===== config.mk =====
export PLATFORM = sky130hd
export DESIGN_NAME = uart_word_serializer
export DESIGN_NICKNAME = d
export VERILOG_FILES = /design/src/rtl/uart_word_serializer.sv
export SDC_FILE = /design/constraint.sdc
export NUM_CORES = 1
export LEC_CHECK = 0
export ABC_CLOCK_PERIOD_IN_PS = 2550
export BUFFER_PORTS_ARGS = -buffer_cell sky130_fd_sc_hd__buf_2
export CAP_MARGIN = 20
export CORE_UTILIZATION = 30
export DETAILED_ROUTE_END_ITERATION = 10
export PLACE_DENSITY_LB_ADDON = 0.08
export REMOVE_ABC_BUFFERS = 1
export SLEW_MARGIN = 25
export SYNTH_ARGS = -nofsm -noshare
export SYNTH_HDL_FRONTEND = slang
export SYNTH_SLANG_ARGS = --single-unit

===== constraint.sdc =====
create_clock -name i_clk -period 2.55 [get_ports i_clk]
set_clock_uncertainty 0.1 [all_clocks]
set_input_delay 0.765 -clock i_clk [delete_from_list [all_inputs] [get_ports i_clk]]
set_output_delay 0.765 -clock i_clk [all_outputs]
set_load 0.01 [all_outputs]

===== src/rtl/uart_word_serializer.sv =====
// rtl/uart_word_serializer.sv - pops FIFO words and feeds them bytewise to a UART transmitter.
// Optional trailing XOR checksum byte per word when UART_SER_CHECKSUM_EN is defined.
module uart_word_serializer #(
  parameter int DATA_BITS = 32,
  parameter bit MSB_FIRST = 1'b0,
  parameter int CNT_BITS  = 16
) (
  input  logic                 i_clk,
  input  logic                 i_reset_n,
  input  logic                 i_enable,
  input  logic                 i_fifo_empty,
  input  logic [DATA_BITS-1:0] i_fifo_data,
  output logic                 o_fifo_rd,
  input  logic                 i_uart_done,
  output logic                 o_uart_start,
  output logic [7:0]           o_uart_data,
  output logic                 o_busy,
  output logic                 o_all_done,
  output logic [CNT_BITS-1:0]  o_word_cnt
);

  localparam int NBYTES   = DATA_BITS / 8;
  localparam int IDX_BITS = (NBYTES > 1) ? $clog2(NBYTES) : 1;

  typedef enum logic [1:0] {S_IDLE, S_LOAD, S_SEND, S_WAIT} state_t;

  state_t                state_q, state_d;
  logic [DATA_BITS-1:0]  buffer_q, buffer_d;
  logic [IDX_BITS-1:0]   byte_idx_q, byte_idx_d;
  logic [7:0]            uart_data_q, uart_data_d;
  logic [CNT_BITS-1:0]   word_cnt_q, word_cnt_d;
  logic                  last_byte;
`ifdef UART_SER_CHECKSUM_EN
  logic                  chk_phase_q, chk_phase_d;

  function automatic logic [7:0] word_xor(input logic [DATA_BITS-1:0] w);
    logic [7:0] acc;
    acc = '0;
    for (int i = 0; i < NBYTES; i++) acc = acc ^ w[i*8 +: 8];
    return acc;
  endfunction
`endif

  // Byte position within the word depends on the configured transmit order.
  function automatic logic [7:0] byte_at(input logic [DATA_BITS-1:0] w,
                                         input logic [IDX_BITS-1:0]  idx);
    int pos;
    pos = MSB_FIRST ? (NBYTES - 1 - int'(idx)) : int'(idx);
    return w[pos*8 +: 8];
  endfunction

  assign last_byte = (byte_idx_q == IDX_BITS'(NBYTES - 1));

  always_ff @(posedge i_clk or negedge i_reset_n) begin
    if (!i_reset_n) begin
      state_q     <= S_IDLE;
      buffer_q    <= '0;
      byte_idx_q  <= '0;
      uart_data_q <= '0;
      word_cnt_q  <= '0;
`ifdef UART_SER_CHECKSUM_EN
      chk_phase_q <= 1'b0;
`endif
    end else begin
      state_q     <= state_d;
      buffer_q    <= buffer_d;
      byte_idx_q  <= byte_idx_d;
      uart_data_q <= uart_data_d;
      word_cnt_q  <= word_cnt_d;
`ifdef UART_SER_CHECKSUM_EN
      chk_phase_q <= chk_phase_d;
`endif
    end
  end

  always_comb begin
    state_d = state_q;
    case (state_q)
      S_IDLE: if (!i_fifo_empty && i_enable) state_d = S_LOAD;
      S_LOAD: state_d = S_SEND;
      S_SEND: state_d = S_WAIT;
      S_WAIT: begin
        if (i_uart_done) begin
`ifdef UART_SER_CHECKSUM_EN
          state_d = chk_phase_q ? S_IDLE : S_SEND;
`else
          state_d = last_byte ? S_IDLE : S_SEND;
`endif
        end
      end
      default: state_d = S_IDLE;
    endcase
  end

  always_comb begin
    buffer_d    = buffer_q;
    byte_idx_d  = byte_idx_q;
    uart_data_d = uart_data_q;
    word_cnt_d  = word_cnt_q;
`ifdef UART_SER_CHECKSUM_EN
    chk_phase_d = chk_phase_q;
`endif
    if (state_q == S_LOAD) begin
      buffer_d    = i_fifo_data;
      byte_idx_d  = '0;
      uart_data_d = byte_at(i_fifo_data, '0);
`ifdef UART_SER_CHECKSUM_EN
      chk_phase_d = 1'b0;
`endif
    end else if (state_q == S_WAIT && i_uart_done) begin
`ifdef UART_SER_CHECKSUM_EN
      if (chk_phase_q) begin
        word_cnt_d  = word_cnt_q + 1'b1;
        chk_phase_d = 1'b0;
      end else if (last_byte) begin
        uart_data_d = word_xor(buffer_q);
        chk_phase_d = 1'b1;
      end else begin
        byte_idx_d  = byte_idx_q + 1'b1;
        uart_data_d = byte_at(buffer_q, byte_idx_q + 1'b1);
      end
`else
      if (last_byte) begin
        word_cnt_d  = word_cnt_q + 1'b1;
      end else begin
        byte_idx_d  = byte_idx_q + 1'b1;
        uart_data_d = byte_at(buffer_q, byte_idx_q + 1'b1);
      end
`endif
    end
  end

  always_comb begin
    o_fifo_rd    = (state_q == S_LOAD);
    o_uart_start = (state_q == S_SEND);
    o_busy       = (state_q != S_IDLE);
    o_all_done   = (state_q == S_IDLE) && i_fifo_empty;
  end

  assign o_uart_data = uart_data_q;
  assign o_word_cnt  = word_cnt_q;

endmodule


### After elaboration in Yosys (flattened, before gate mapping)

Index checks and enable logic that the tools add are counted.

* add/subtract/negate cells: 2
* eq/ne operators: 7
* shifts and indexed selects: 1
* muxes and demuxes: 10
* bitwise operators: 1
* reduce and logical (&&, ||, !) cells: 10

Operators with widths (number)
* indexed part select 32 x 6 -> 8 bit: 1
* 2-to-1 mux 8 bit: 3
* adder 16 x 1 -> 16 bit (second input constant): 1
* 2-to-1 mux 2 bit: 6
* one-hot mux 2 bit (4 select lines): 1
* equality test 2 bit (second input constant): 3
* != test 2 bit (second input constant): 3
* AND reduction 2 bit: 2
* nonzero test 2 bit: 2
* logical AND 1 bit: 3
* AND reduction 3 bit: 1
* adder 2 x 1 -> 2 bit (second input constant): 1
* equality test 2 x 1 -> 1 bit (second input constant): 1
* logical NOT 2 bit: 1
* logical NOT 1 bit: 1
* NOT 1 bit: 1

* register bits: 60
* bits of input ports: 37
* logic and storage cells: 36

### Longest topological paths before layout

* depth in word-level cells: 5
* mapped depth: 6

### Least setup slack after synthesis

OpenSTA, ideal clock, no wires.

* path type: register to output
* from: register state_q[1]
* to: output o_fifo_rd
* arrival time: 1027 ps
* data required time: 1685 ps
* slack: 658 ps
* cell stages (with the launch flop): 5
* buffers on the path: 1
* path through: dfrtp_1 -> inv_1 -> nand2_1 -> inv_2 -> clkbuf_1

* longest elaborated chain between the ends: 1

RTL lines
* start: declaration: RTL line 27 `state_t state_q, state_d;`
* start signal: assignment: RTL line 65 `state_q <= state_d;`
* equality test 2 x 1 -> 1 bit: RTL line 134 `o_fifo_rd = (state_q == S_LOAD);`
* end: declaration: RTL line 13 `output logic o_fifo_rd,`

Every way passes these cells.

### Final worst setup path

* from: register state_q[0]
* to: output o_all_done

* longest elaborated chain between the ends: 2

RTL lines
* logical NOT 2 bit: RTL line 137 `o_all_done = (state_q == S_IDLE) && i_fifo_empty;`
* logical AND 1 bit: RTL line 137
* end: declaration: RTL line 18 `output logic o_all_done,`

Every way passes these cells.

==> summary.md <==
| Metric | Value |
|---|---|
| Port Buffers | 64 |
| Clock Sinks | 60 |
| Largest net degree at the start of global routing | 61 |
| FP Rows | 33 |
| Delay of the slowest critical-path stage | 0.46 ns |
| GR Util All Layers | 13.7% |
| Vias in the first global route | 1933 |
| Setup CP Type | reg -> out |
| Final ANT Viol Nets | 0 |
| Drt drc | 0 |
| Lkg Pwr | 1.74 nW |
| Vias | 1958 |
| CTS Hold Bufs | 0 |
| Clock H-tree levels | 3 |
| Drt pass-1 iters | 4 |
| CP endpoint kind | output pin |
| Startpoint Class | flop |
| Commonest non-fill, non-tap cell in the layout | nand2_1 |
| Share of layout cells above drive strength 1 | a little under a third |
| Clk_lat worst skew | 0.33 ns |
| Worst-path clk slew | 0.06 ns |
| Number of synthesized flops with an enable pin | 0 |
| RSZ-0062 raised after global routing | no |
| Hold Fails Final Rpt | 0 |
| Critical Path Fanout Max | 7 |
| Final wirelength | 5.58 mm |
| Crit-path cells | or2_2 > nor2_1 > buf_2 |
| Slowest CP cell | dfrtp_1 |
| Commonest non-fill, non-tap cells in the layout | 114 x nand2_1, 64 x buf_2, 60 x dfrtp_1, 12 x clkbuf_8, 10 x xnor2_1 |
| Cells after Synth | 257 |
| Post-synth top flop | dfrtp_1 |
| Async SR Flop Fraction | 100% |
| Fin Setup TNS | 0 ns |
| Post-Syn Area | about 2600 um^2 |
| Slew HR | 69.2% |
| Initial Utilization | between 30% and 40% |
| Area grow syn2layout | 26.1% |
| Min Hold Slack | 0.339 ns |
| Via/cell ratio | 4.49 |
| Initial DRC Count | between 80 and 90 |
| HPWL after DPL | 3.71 mm |
| Critical Path RT | 1.69 ns |
| Placed Cells | 420 |
| Post-layout min period | 2.21 ns |
| RD Place Congestion | ~0.69 |
| Initial antenna violation count | 0 |
| Actual slew at the worst max-slew pin | 0.462 ns |
| Placed Area | 3070 um^2 |
| Routed wire per std cell | 12.8 um |
| Die H | 95.5 um |
| Fin area | 3310 um^2 |
| Worst hold path type | in -> async |
| Die area | just over 9000 um^2 |
| Dpl ws | a little over 0.5 ns |
| #FFs+latches synth | 60 |
| Layout Cells excl Fill | about 440 |
| Power per cell area | 1130 nW/um^2 |
| TritonCTS clock tree | built |
| # IOs | 65 |
| TritonCTS buffer count | 9 |
| Crit path DAT | ~1.3 ns |
| Max Slew Vio Count | 0 |
| Maximum VDD drop | roughly 0.45 mV |
| Fmax | 453 MHz |
| Max-cap violations | 0 |
| # Post-CTS Setup Buffers | 0 |
| Clk root buf | clkbuf_8 |
| Fillers | about 910 |
| CTS max path bufs | 2 |
| Yosys cell types | 30 |
| Die Wd | 95.5 um |
| Yosys warning total | 0 |
| Nets | 365 |
| Avg Inst Size Synth | between 10 and 15 um^2 |
| Global-route wire length before repair | 9.14 mm |
| GRT overflow | 0 |
| Core region area | 8340 um^2 |
| Status | finished clean |
| PnR worst setup slack | 0.341 ns |
| Final setup violation count | 0 |
| Part of the cycle the worst path needs | 86.6% |
| Seq/Total Area, Yosys | 57.2% |
| N_diodes | 0 |
| Cts repair resizes | 0 |
## cells by family after synthesis
| logic type | after synthesis | synth area share (%) |
|---|---|---|
| adder cells (fa/ha/maj) | 2 | 0.954 |
| multiplexers | 12 | 8.44 |
| buffers and inverters | 14 | 2.29 |
| AO/OA/AOI/OAI | 11 | 2.62 |
| flip-flops | 60 | 57.2 |
| AND/OR/NAND/NOR | 143 | 23.5 |
| XOR/XNOR | 15 | 5.01 |
## registers in the layout (all words and copies together) (netlist names)
name / flops
buffer_q: 32
byte_idx_q: 2
o_word_cnt: 16
o_uart_data: 8
state_q: 2
## where the power goes
| part | internal, mW | switching, mW |
|---|---|---|
| clock | 0.627 | 0.364 |
| combinational | 0.595 | 0.604 |
| sequential | 1.32 | 0.214 |
## final timing paths
check,startpoint,endpoint,slack [ns],cells past startpoint
setup / recovery,state_q[0],o_all_done,0.34,3
hold / removal,i_reset_n,o_word_cnt[2],0.34,2
setup reg to reg,byte_idx_q[0],o_uart_data[7],0.73,4
hold reg to reg,buffer_q[3],buffer_q[3],0.37,2
max in group asynchronous,i_reset_n,buffer_q[30],1.75,2
min in group i_clk,buffer_q[3],buffer_q[3],0.37,2
## metal layers
layer | share of wire, % | GRT usage, % | vias up | routed length (um)
met3 | 5.2 | 5.02 | 5 | 293
met1 | 47 | 17.5 | 923 | 2630
met2 | 47 | 21.1 | 51 | 2610
li1 | - | - | 979 | -
met4 | 0.91 | 4.85 | 0 | 51
met5 | 0 | 0 | - | 0
## worst max-delay path, delay by kind of cell (launching register included)
| kind | cells | cell delay (ns) |
|---|---|---|
| simple gates | 2 | 0.43 |
| flops | 1 | 0.46 |
| buf+inv | 1 | 0.13 |
## cells in the mapped netlist, drive strengths merged, types with 4 or more instances
library cell	instances	area share, %
xor2	5	1.7
nand3	6	1.1
clkbuf	4	0.57
nor2	9	1.3
buf	6	1.1
a22oi	5	1.4
a21oi	4	0.76
nand2	114	16
xnor2	10	3.3
mux4	8	6.9
dfrtp	60	57
inv	4	0.57
## metrics by stage
step	util, %	power [mW]
4_1_cts	39.7	3.80
5_1_grt	39.7	4.03
6_report	39.7	3.73
3_5_place_dp	36.8	2.79
3_3_place_gp	36.8	2.78
2_1_floorplan	-	2.37
## cell type report
type / count / area, um^2 / area share, %
clock buffers: 12 / 165 / 4.99
clock inverters: 4 / 70.1 / 2.12
inverters: 4 / 15.0 / 0.454
multi-input cells: 183 / 1060 / 32.1
flip-flops and latches: 60 / 1500 / 45.4
well taps: 105 / 131 / 3.97
repair buffers: 68 / 363 / 11.0
(Power assumes the default switching activity.)
